<file path="config.mk">
export PLATFORM = sky130hd
export DESIGN_NAME = vga_scanout
export DESIGN_NICKNAME = d
export VERILOG_FILES = /design/src/rtl/vga_scanout.sv
export SDC_FILE = /design/constraint.sdc
export NUM_CORES = 1
export LEC_CHECK = 0
export CAP_MARGIN = 20
export CORE_UTILIZATION = 55
export DETAILED_ROUTE_END_ITERATION = 8
export GPL_TIMING_DRIVEN = 0
export PLACE_DENSITY_LB_ADDON = 0.1
export REMOVE_ABC_BUFFERS = 1
export SLEW_MARGIN = 20
export SYNTH_ARGS = -nofsm -noshare
export SYNTH_HDL_FRONTEND = slang
export SYNTH_SLANG_ARGS = --single-unit
</file>
<file path="constraint.sdc">
create_clock -name Clock -period 2.24 [get_ports Clock]
set_input_delay 0.224 -clock Clock [delete_from_list [all_inputs] [get_ports Clock]]
set_output_delay 0.224 -clock Clock [all_outputs]
set_load 0.01 [all_outputs]
</file>
<file path="src/rtl/vga_scanout.sv">
// 640x480@60 Hz scan-out engine: divides the system clock down to a pixel tick,
// walks the raster, streams video-memory read addresses and registers RGB/sync pins.
module vga_scanout #(
  parameter int CLOCK_DIV  = 2,
  parameter int ADDR_WIDTH = 24,
  parameter int H_VISIBLE  = 640,
  parameter int H_FRONT    = 16,
  parameter int H_SYNC     = 96,
  parameter int H_BACK     = 48,
  parameter int V_VISIBLE  = 480,
  parameter int V_FRONT    = 10,
  parameter int V_SYNC     = 2,
  parameter int V_BACK     = 33
) (
  input  logic                  Clock,
  input  logic                  Reset,
  input  logic [2:0]            iPixelData,
  output logic [ADDR_WIDTH-1:0] oReadAddress,
  output logic                  oVGA_RED,
  output logic                  oVGA_GREEN,
  output logic                  oVGA_BLUE,
  output logic                  oVGA_HSYNC,
  output logic                  oVGA_VSYNC,
  output logic                  oFrameStart
);

  localparam int HTOTAL    = H_VISIBLE + H_FRONT + H_SYNC + H_BACK;
  localparam int VTOTAL    = V_VISIBLE + V_FRONT + V_SYNC + V_BACK;
  localparam int DIV_W     = (CLOCK_DIV > 1) ? $clog2(CLOCK_DIV) : 1;
  localparam int H_W       = $clog2(HTOTAL);
  localparam int V_W       = $clog2(VTOTAL);
  localparam int HS_START  = H_VISIBLE + H_FRONT;
  localparam int HS_END    = HS_START + H_SYNC;
  localparam int VS_START  = V_VISIBLE + V_FRONT;
  localparam int VS_END    = VS_START + V_SYNC;
  localparam int LAST_ADDR = H_VISIBLE * V_VISIBLE - 1;

  logic [DIV_W-1:0]      div_q, div_d;
  logic [H_W-1:0]        hcount_q, hcount_d;
  logic [V_W-1:0]        vcount_q, vcount_d;
  logic [ADDR_WIDTH-1:0] addr_q, addr_d;
  logic [2:0]            rgb_q, rgb_d;
  logic                  hsync_q, hsync_d;
  logic                  vsync_q, vsync_d;
  logic                  frameStart_q, frameStart_d;
  logic                  started_q, started_d;
  logic                  tick, hWrap, vWrap, visible;

  always_comb begin
    tick    = (div_q == DIV_W'(CLOCK_DIV - 1));
    div_d   = tick ? '0 : div_q + DIV_W'(1);
    hWrap   = (hcount_q == H_W'(HTOTAL - 1));
    vWrap   = (vcount_q == V_W'(VTOTAL - 1));
    visible = (hcount_q < H_W'(H_VISIBLE)) && (vcount_q < V_W'(V_VISIBLE));
  end

  // The address only advances past visible pixels, so in blanking it already
  // points at the first pixel of the next visible line.
  always_comb begin
    hcount_d = hcount_q;
    vcount_d = vcount_q;
    addr_d   = addr_q;
    if (tick) begin
      hcount_d = hWrap ? '0 : hcount_q + H_W'(1);
      if (hWrap) begin
        vcount_d = vWrap ? '0 : vcount_q + V_W'(1);
      end
      if (visible) begin
        addr_d = (addr_q == ADDR_WIDTH'(LAST_ADDR)) ? '0 : addr_q + ADDR_WIDTH'(1);
      end
    end
  end

  always_comb begin
    rgb_d        = rgb_q;
    hsync_d      = hsync_q;
    vsync_d      = vsync_q;
    started_d    = started_q | tick;
    frameStart_d = tick && (hcount_q == '0) && (vcount_q == '0) && started_q;
    if (tick) begin
      rgb_d   = visible ? iPixelData : 3'b000;
      hsync_d = !((hcount_q >= H_W'(HS_START)) && (hcount_q < H_W'(HS_END)));
      vsync_d = !((vcount_q >= V_W'(VS_START)) && (vcount_q < V_W'(VS_END)));
    end
  end

  always_ff @(posedge Clock or posedge Reset) begin
    if (Reset) begin
      div_q        <= '0;
      hcount_q     <= '0;
      vcount_q     <= '0;
      addr_q       <= '0;
      rgb_q        <= 3'b000;
      hsync_q      <= 1'b1;
      vsync_q      <= 1'b1;
      frameStart_q <= 1'b0;
      started_q    <= 1'b0;
    end else begin
      div_q        <= div_d;
      hcount_q     <= hcount_d;
      vcount_q     <= vcount_d;
      addr_q       <= addr_d;
      rgb_q        <= rgb_d;
      hsync_q      <= hsync_d;
      vsync_q      <= vsync_d;
      frameStart_q <= frameStart_d;
      started_q    <= started_d;
    end
  end

  assign oReadAddress = addr_q;
  assign oVGA_RED     = rgb_q[2];
  assign oVGA_GREEN   = rgb_q[1];
  assign oVGA_BLUE    = rgb_q[0];
  assign oVGA_HSYNC   = hsync_q;
  assign oVGA_VSYNC   = vsync_q;
  assign oFrameStart  = frameStart_q;

endmodule

</file>
==> results of run 1 <==
-- cell usage after synthesis (2+ instances only) --
master / instances
dfrtp_1: 50
nand2_1: 29
nand3_1: 20
o21ai_0: 18
xnor2_1: 18
nor2_1: 15
and3_1: 9
inv_1: 9
nand4_1: 9
nor3_1: 8
o31ai_1: 6
xor2_1: 6
a21o_1: 5
a21oi_1: 5
clkbuf_1: 5
ha_1: 5
nor4_1: 5
a22o_1: 4
a22oi_1: 2
dfstp_2: 2
nand2b_1: 2
nor3_2: 2
nor3b_1: 2
nor4_4: 2
or2_2: 2
-- layer usage --
metal | GRT usage (%) | up-vias | share of wire, %
met2 | 33.2 | 54 | 46
li1 | - | 1012 | -
met3 | 5.20 | 4 | 5.1
met4 | 6.54 | 0 | 0.88
met1 | 32.7 | 972 | 48
met5 | 0 | - | 0
-- worst max path at each step --
stage	endpoint	slack [ps]	cells past startpoint
2_1_floorplan	oReadAddress[5]	530	6
3_3_place_gp	hcount_q[1]	-210	2
3_5_place_dp	oReadAddress[14]	180	5
4_1_cts	oReadAddress[14]	150	5
5_1_grt	vcount_q[8]	100	5
6_report	vcount_q[8]	320	5
-- power by group --
part           switching, mW  internal (mW)  total, mW
registers            0.00175          0.941      0.943
logic                 0.0218         0.0160     0.0378
clock network          0.315          0.331      0.646
total                  0.339           1.29       1.63
-- cells by family after synthesis --
group           after synthesis
xor+xnor                     24
fa+ha+maj                     5
buf+inv                      17
compound gates               46
simple gates                120
mux                           1
flops                        52
-- worst reg2reg max path, cell delays in order (launching register included) --
cell,delay (ps)
dfrtp_1,650
and4_1,330
nand3_1,230
nor3_1,340
nand3_1,130
xnor2_1,130
-- cell type report --
class                   instances  area [sq um]
fillers                       349          1340
flip-flops and latches         52          1300
clock inverters                 3          42.5
clock buffers                   5          68.8
inverters                       9          33.8
repair buffers                 35           360
well taps                      52          65.1
multi-input cells             196          1290
-- state kept, by name, indices dropped and copies added, names as in the netlist --
signal        cells
rgb_q             3
hcount_q         10
div_q             1
oVGA_HSYNC        1
oReadAddress     24
oVGA_VSYNC        1
started_q         1
oFrameStart       1
vcount_q         10
==> results by group, run 1 <==
Timing
  – Setup TNS: 0 ps
  – Fin. Hold Viols: 0
  – Fmax: 520 MHz
  – Final worst-path setup slack: 318 ps
  – Slew Viols, Final: 0
  – RSZ-0062 raised after global routing: no
  – Worst Skew: 9.24 ps
  – Rel. slew slack: 62.1%
  – Fin crit period: 1920 ps
  – Worst Tran Pin Value: 567 ps
  – Worst Hold Margin: 289 ps
  – Final setup vio count: 0
  – Tcrit/Tclk final: 85.8%

Global routing
  – Grt total ovfl: 0
  – Initial antenna violation count: 0
  – Largest net degree at the start of global routing: 28
  – Vias in the first global route: 1903
  – Tot GR Track Use: 22.3%
  – First-pass GRT wire length: 8960 um

Place
  – Hpwl dp: 3660 um
  – PortBufs: 34
  – Place WS: 183 ps
  – Placed Area: 3050 sq um
  – Placed Instances: 344
  – GP Congestion: 0.807

Critical path
  – Critical path's largest stage delay: 650 ps
  – FF-to-FF path depth: 5
  – CP top delay family: simple AND/OR/NAND/NOR gates
  – Required time of the critical path: 2440 ps
  – Worst Setup Start Kind: register
  – Reg-to-reg slack, setup: 320 ps
  – CP Launch Point: div_q
  – CP max stage cell: dfrtp_1
  – Critical-path maximum fanout: 17
  – RR Startpoint: div_q
  – Crit path kind: register to register
  – WP data arrival: 2120 ps
  – Reg-to-reg critical path endpoint: vcount_q[8]
  – Buf/Inv on CP: 0
  – Critical path's most frequent cell: nand3_1
  – CP Cell Sequence: and4_1, nand3_1, nor3_1, nand3_1, xnor2_1
  – Crit end category: register

Yosys
  – Synth Warn #: 0
  – Synth Register Bits: 52
  – Post-synthesis adder-cell area fraction: 2.35%
  – Synth area leaders: dfrtp_1, xnor2_1, nand2_1
  – Post-Synth XOR/XNOR Area: 7.88%
  – Synth Area in Simple Gates: 26.7%
  – Syn avg cell area: 10.1 sq um
  – Post-synth cell types: 50
  – Post-Syn Instances: 265
  – Seq/Total Area, Yosys: 48.9%
  – Post-synth EDFFs: 0
  – Compound-Gate Fraction of Synth Area: 11.0%
  – Yosys top cell by area: dfrtp_1
  – Post-synthesis mux area share: 0.375%
  – Share of flip-flops with an asynchronous set or reset: 100%
  – Cell area after synthesis: 2670 sq um
  – Top cell type's share of synthesized area: 46.9%
  – Main synth FF type: dfrtp_1
  – Main combinational cell family by area after synthesis: simple AND/OR/NAND/NOR gates

Clock tree
  – Latest clock arrival within the worst-skew pair: 310 ps
  – Number of gates resized after cts: 0
  – Root Driver: clkbuf_8
  – Reg clk slew, reported paths: 100 ps
  – Setup Buffers After CTS: 0
  – Total CTS buffers: 5
  – Clk buf depth: 2
  – Clock sink count: 52
  – H-tree levels: 2
  – TritonCTS clock tree: yes
  – Hold Buf Count CTS: 0

Route
  – Residual DRC count: 0
  – Avg WL per Cell: 14.8 um
  – Routed Antenna Nets: 0
  – 1st-pass router iterations: 4
  – Via count: 2042
  – DRT Wirelength: 5220 um
  – Iteration-0 DRC Markers: 157
  – Drt via density: 5.80

Floorplanning
  – Die ar.: 5130 sq um
  – Initial Util: 59.2%
  – Die Wd: 71.6 um
  – FP Rows: 24
  – # IOs: 35
  – Die Y: 71.6 um
  – Core region area: 4500 sq um

Final layout
  – Synthesis-to-finish area growth: 18.6%
  – Number of antenna diodes: 0
  – Layout cells sized above 1: 9.33%
  – Fin cells: 352
  – Fin nets: 309
  – Util after Layout: 70.2%
  – Most frequent cells in the layout: dfrtp_1, clkdlybuf4s50_1, nand2_1
  – Commonest non-fill, non-tap cell in the layout: dfrtp_1
  – Final instance area: 3160 sq um

Flow run
  – Max-cap viol count: 0

Hold path
  – Hold Path Class: primary input to asynchronous set/reset pin

Run status
  – Outcome: complete, no violations

Power and ir drop
  – Pwr Total: 1.63 mW
  – PD cells: 514 nW/um^2
  – Max VDD drop: 0.000440 V
  – Leak: 1.36 nW
Power figures use the tool's default switching activity.
==> inputs of run 2 (changes only) <==
- CORE_UTILIZATION: 55 -> 57
- CTS_BUF_LIST: default -> sky130_fd_sc_hd__clkbuf_4
==> results by group, run 2 (same netlist as run 1, synthesis figures left out) <==
Route
  – 1st-pass router iterations: 4
  – Residual DRC count: 0
  – Via count: 2039
  – DRT Wirelength: 5160 um
  – Drt via density: 5.79
  – Avg WL per Cell: 14.7 um
  – Routed Antenna Nets: 0
  – Iteration-0 DRC Markers: 83

Clock tree
  – Clock sink count: 52
  – Latest clock arrival within the worst-skew pair: 370 ps
  – H-tree levels: 2
  – TritonCTS clock tree: yes
  – Total CTS buffers: 5
  – Clk buf depth: 2
  – Reg clk slew, reported paths: 150 ps
  – Root Driver: clkbuf_4

Critical path
  – Crit path kind: register to register
  – FF-to-FF path depth: 5
  – Reg-to-reg critical path endpoint: vcount_q[8]
  – RR Startpoint: div_q
  – WP data arrival: 2220 ps
  – Reg-to-reg slack, setup: 280 ps
  – Critical-path maximum fanout: 17
  – Required time of the critical path: 2500 ps
  – Worst Setup Start Kind: register
  – Crit end category: register

Final layout
  – Synthesis-to-finish area growth: 17.4%
  – Reg area: 1300 sq um
  – Most frequent cells in the layout: dfrtp_1, clkdlybuf4s50_1, nand2_1
  – Commonest non-fill, non-tap cell in the layout: dfrtp_1
  – Max FFs per register: 24
  – Fin nets: 309
  – Multi-input combinational cell area: 1290 sq um
  – Number of antenna diodes: 0
  – Filler cell count: 362
  – Layout cells sized above 1: 9.33%

Flow run
  – Max-cap viol count: 0

Timing
  – Worst Skew: 15.6 ps
  – Fin crit period: 1960 ps
  – Worst Tran Pin Value: 597 ps
  – RSZ-0062 raised after global routing: no
  – Tcrit/Tclk final: 87.7%
  – Rel. slew slack: 60.1%
  – Fin. Hold Viols: 0
  – Final setup vio count: 0
  – Fmax: 509 MHz
  – Slew Viols, Final: 0
  – Worst Hold Margin: 224 ps

Power and ir drop
  – Pwr Total: 1.51 mW
  – Sequential share of power: 62.6%
  – Max VDD drop: 0.000386 V
  – PD cells: 481 nW/um^2
  – Leak: 1.34 nW
  – Psw: 0.315 mW
  – Internal power component: 1.19 mW
  – Sw Ratio: 20.9%
  – Clock network fraction of total power: 34.8%
  – Comb pwr share: 2.5%

Hold path
  – Hold Path Class: primary input to asynchronous set/reset pin

Global routing
  – Vias in the first global route: 1973
  – Grt total ovfl: 0
  – Initial antenna violation count: 0
  – Largest net degree at the start of global routing: 29
  – Tot GR Track Use: 22.6%
  – First-pass GRT wire length: 8980 um

Place
  – Hpwl dp: 3720 um
  – GP Congestion: 0.894
  – PortBufs: 34

Floorplanning
  – Die ar.: 4960 sq um
  – Initial Util: 60.4%
  – Core region area: 4410 sq um
  – # IOs: 35
  – FP Rows: 24
  – Die Y: 70.4 um
  – Die Wd: 70.4 um

Run status
  – Outcome: complete, no violations
## run 2: cell count changes in the layout (fill, tap and decap cells not counted)
| cell | before | now |
|---|---|---|
| clkbuf_4 | 0 | 5 |
| clkbuf_8 | 5 | 0 |
## run 2: metal layers
metal  wire, um  global-route usage (%)  part of all wire, %
met2       2470                    36.2                   48
met5          0                       0                    0
met3        148                    4.76                  2.9
met1       2510                    32.1                   49
met4         33                    4.22                 0.64
## run 2: cell type report
cell class | instances | share of cell area [%]
Clock inverter | 3 | 1.36
Timing Repair Buffer | 35 | 11.5
Tap cell | 52 | 2.08
Inverter | 9 | 1.08
Clock buffer | 5 | 1.20
Sequential cell | 52 | 41.6
Multi-Input combinational cell | 196 | 41.1
## run 2: worst max-delay path by stage
stage / from / endpoint / slack [ps] / cells after the start
finish: div_q / vcount_q[8] / 280 / 5
global route: div_q / vcount_q[8] / 80 / 5
CTS: div_q / oReadAddress[14] / 140 / 5
detailed placement: div_q / oReadAddress[14] / 170 / 5
global placement: Reset / hcount_q[1] / -190 / 2
floorplan: oReadAddress[0] / oReadAddress[5] / 530 / 6
## run 2: power groups by stage
stage / Combinational [mW] / Sequential, mW / Clock (mW)
finish: 0.0381 / 0.943 / 0.525
global route: 0.0438 / 0.944 / 0.574
CTS: 0.0400 / 0.944 / 0.537
detailed placement: 0.0400 / 0.961 / 0
global placement: 0.0346 / 0.961 / 0
floorplan: 0.0159 / 0.962 / 0
## run 2: worst max-delay path, cell delays in order, from the launching register on
cell and delay [ps]:
dfrtp_1 670, and4_1 320, nand3_1 250, nor3_1 350
nand3_1 130, xnor2_1 130
## run 2: through the flow
step | TNS (ps) | util (%) | setup WS, ps | std cells | area (sq um)
2_1_floorplan | 0 | - | 534 | 257 | 2620
6_report | 0 | 70.9 | 276 | 352 | 3130
5_1_grt | 0 | 70.9 | 84.4 | 352 | 3130
4_1_cts | 0 | 70.9 | 143 | 352 | 3130
3_5_place_dp | 0 | 69.1 | 173 | 344 | 3050
3_3_place_gp | -9480 | 68.6 | -191 | 343 | 3030
## run 2: what timing repair did
| item | CTS | global route |
|---|---|---|
| gates resized for setup | 0 | 1 |
| setup endpoints to repair | 0 | 2 |
| hold buffers | 0 | 0 |
| buffers inserted | 0 | 0 |
==> inputs of run 3 (changes only) <==
- CORE_ASPECT_RATIO: default -> 1.25
- CORE_UTILIZATION: 57 -> 60
- DONT_BUFFER_PORTS: default -> 1
==> results by group, run 3 (same netlist as run 1, synthesis figures left out) <==
Run status
  – Outcome: complete, no violations

Global routing
  – Tot GR Track Use: 23.6%
  – Initial antenna violation count: 0
  – Grt total ovfl: 0
  – Largest net degree at the start of global routing: 34
  – First-pass GRT wire length: 8370 um
  – Vias in the first global route: 1871

Route
  – Iteration-0 DRC Markers: 107
  – DRT Wirelength: 5060 um
  – 1st-pass router iterations: 5
  – Via count: 1935
  – Residual DRC count: 0
  – Routed Antenna Nets: 0
  – Drt via density: 5.95
  – Avg WL per Cell: 15.6 um

Critical path
  – CP max stage cell: dfrtp_1
  – Reg-to-reg critical path endpoint: vcount_q[8]
  – CP top delay family: simple AND/OR/NAND/NOR gates
  – FF-to-FF path depth: 5
  – CP Launch Point: div_q
  – RR Startpoint: div_q
  – Buf/Inv on CP: 0
  – Crit end category: register
  – Worst path depth: 5
  – Required time of the critical path: 2500 ps
  – Critical-path maximum fanout: 17
  – CP Cell Sequence: and4_1, nand3_1, nor3_1, nand3_1, xnor2_1
  – Critical path's most frequent cell: nand3_1
  – WP data arrival: 2280 ps
  – Reg-to-reg slack, setup: 220 ps
  – Crit path kind: register to register
  – Critical path's largest stage delay: 680 ps
  – Worst Setup Start Kind: register

Floorplanning
  – Die ar.: 4720 sq um
  – # IOs: 35
  – FP Rows: 26
  – Core region area: 4160 sq um
  – Initial Util: 64.0%
  – Die Wd: 61.6 um
  – Die Y: 76.5 um

Clock tree
  – Total CTS buffers: 5
  – Clock sink count: 52
  – Latest clock arrival within the worst-skew pair: 370 ps
  – H-tree levels: 2
  – Clk buf depth: 2
  – Setup Buffers After CTS: 0
  – TritonCTS clock tree: yes
  – Root Driver: clkbuf_4
  – Reg clk slew, reported paths: 150 ps

Final layout
  – Most frequent cells in the layout: dfrtp_1, nand2_1, nand3_1
  – Filler cell count: 356
  – Number of antenna diodes: 0
  – Util after Layout: 68.5%
  – Synthesis-to-finish area growth: 6.99%
  – Commonest non-fill, non-tap cell in the layout: dfrtp_1
  – Fin nets: 279
  – Layout cells sized above 1: 10.0%
  – Max FFs per register: 24

Place
  – Place WS: 140 ps
  – PortBufs: 0
  – Hpwl dp: 3460 um
  – GP Congestion: 0.861

Power and ir drop
  – Leak: 1.25 nW
  – Sequential share of power: 59.1%
  – Internal power component: 1.29 mW
  – Comb pwr share: 1.9%
  – Psw: 0.305 mW
  – Clock network fraction of total power: 39.0%
  – PD cells: 561 nW/um^2
  – Sw Ratio: 19.1%
  – Max VDD drop: 0.000345 V

Timing
  – Final setup vio count: 0
  – RSZ-0062 raised after global routing: no
  – Setup TNS: 0 ps
  – Tcrit/Tclk final: 90.3%
  – Slew Viols, Final: 0
  – Fmax: 494 MHz
  – Rel. slew slack: 66.1%
  – Fin. Hold Viols: 0
  – Fin crit period: 2020 ps
  – Worst Tran Pin Value: 508 ps
  – Worst Hold Margin: 287 ps
  – Worst Skew: 14.8 ps
  – Final worst-path setup slack: 217 ps

Flow run
  – Max-cap viol count: 0

Hold path
  – Hold Path Class: primary input to asynchronous set/reset pin
==> run 3: cell types whose count changed in the layout (fill, tap and decap cells not counted) <==
cell | previous run | this run
clkinv_2 | 1 | 0
bufinv_16 | 1 | 2
clkdlybuf4s50_1 | 34 | 0
dlygate4sd3_1 | 0 | 4
clkinvlp_4 | 1 | 0
==> run 3: worst max path at each step <==
stage	end	slack (ps)
floorplan	oReadAddress[5]	530
global placement	oReadAddress[14]	130
detailed placement	oReadAddress[14]	140
CTS	oReadAddress[14]	110
global route	vcount_q[8]	20
finish	vcount_q[8]	220
==> run 3: cell type report <==
cell class | instances | area, sq um | share of cell area [%]
clock buffer | 5 | 37.5 | 1.32
clock inverter | 2 | 60.1 | 2.11
inverter | 9 | 33.8 | 1.18
multi-input combinational | 196 | 1290 | 45.1
sequential | 52 | 1300 | 45.7
tap | 56 | 70.1 | 2.46
timing repair buffer | 5 | 60.1 | 2.11
==> run 3: power by group through the flow <==
stage	Sequential, mW	Clock (mW)	Combinational (mW)
2_1_floorplan	0.962	0	0.0159
3_3_place_gp	0.963	0	0.0207
3_5_place_dp	0.963	0	0.0253
4_1_cts	0.945	0.646	0.0308
5_1_grt	0.946	0.686	0.0355
6_report	0.945	0.624	0.0299
==> run 3: repair_timing <==
item,in CTS,in global routing
endpoints found under the setup margin,0,1
resized for setup,0,1
hold buffers,4,0
endpoints found under the hold margin,21,0
==> run 3: worst reg2reg max path, stage by stage (launching register included) <==
cell	delay [ps]
dfrtp_1	680
and4_1	330
nand3_1	250
nor3_1	380
nand3_1	150
xnor2_1	150
==> run 3: stage by stage <==
stage	cell area, sq um	instances	power (mW)
3_5_place_dp	2710	314	0.988
6_report	2850	325	1.60
4_1_cts	2850	325	1.62
2_1_floorplan	2620	257	0.978
3_3_place_gp	2690	313	0.983
5_1_grt	2850	325	1.67
==> run 3: routing by layer <==
layer | GRT usage, % | up-vias | part of all wire (%)
li1 | - | 949 | -
met1 | 28.8 | 938 | 42
met2 | 38.2 | 37 | 52
met3 | 5.77 | 11 | 2.9
met4 | 10.4 | 0 | 2.4
met5 | 0 | - | 0
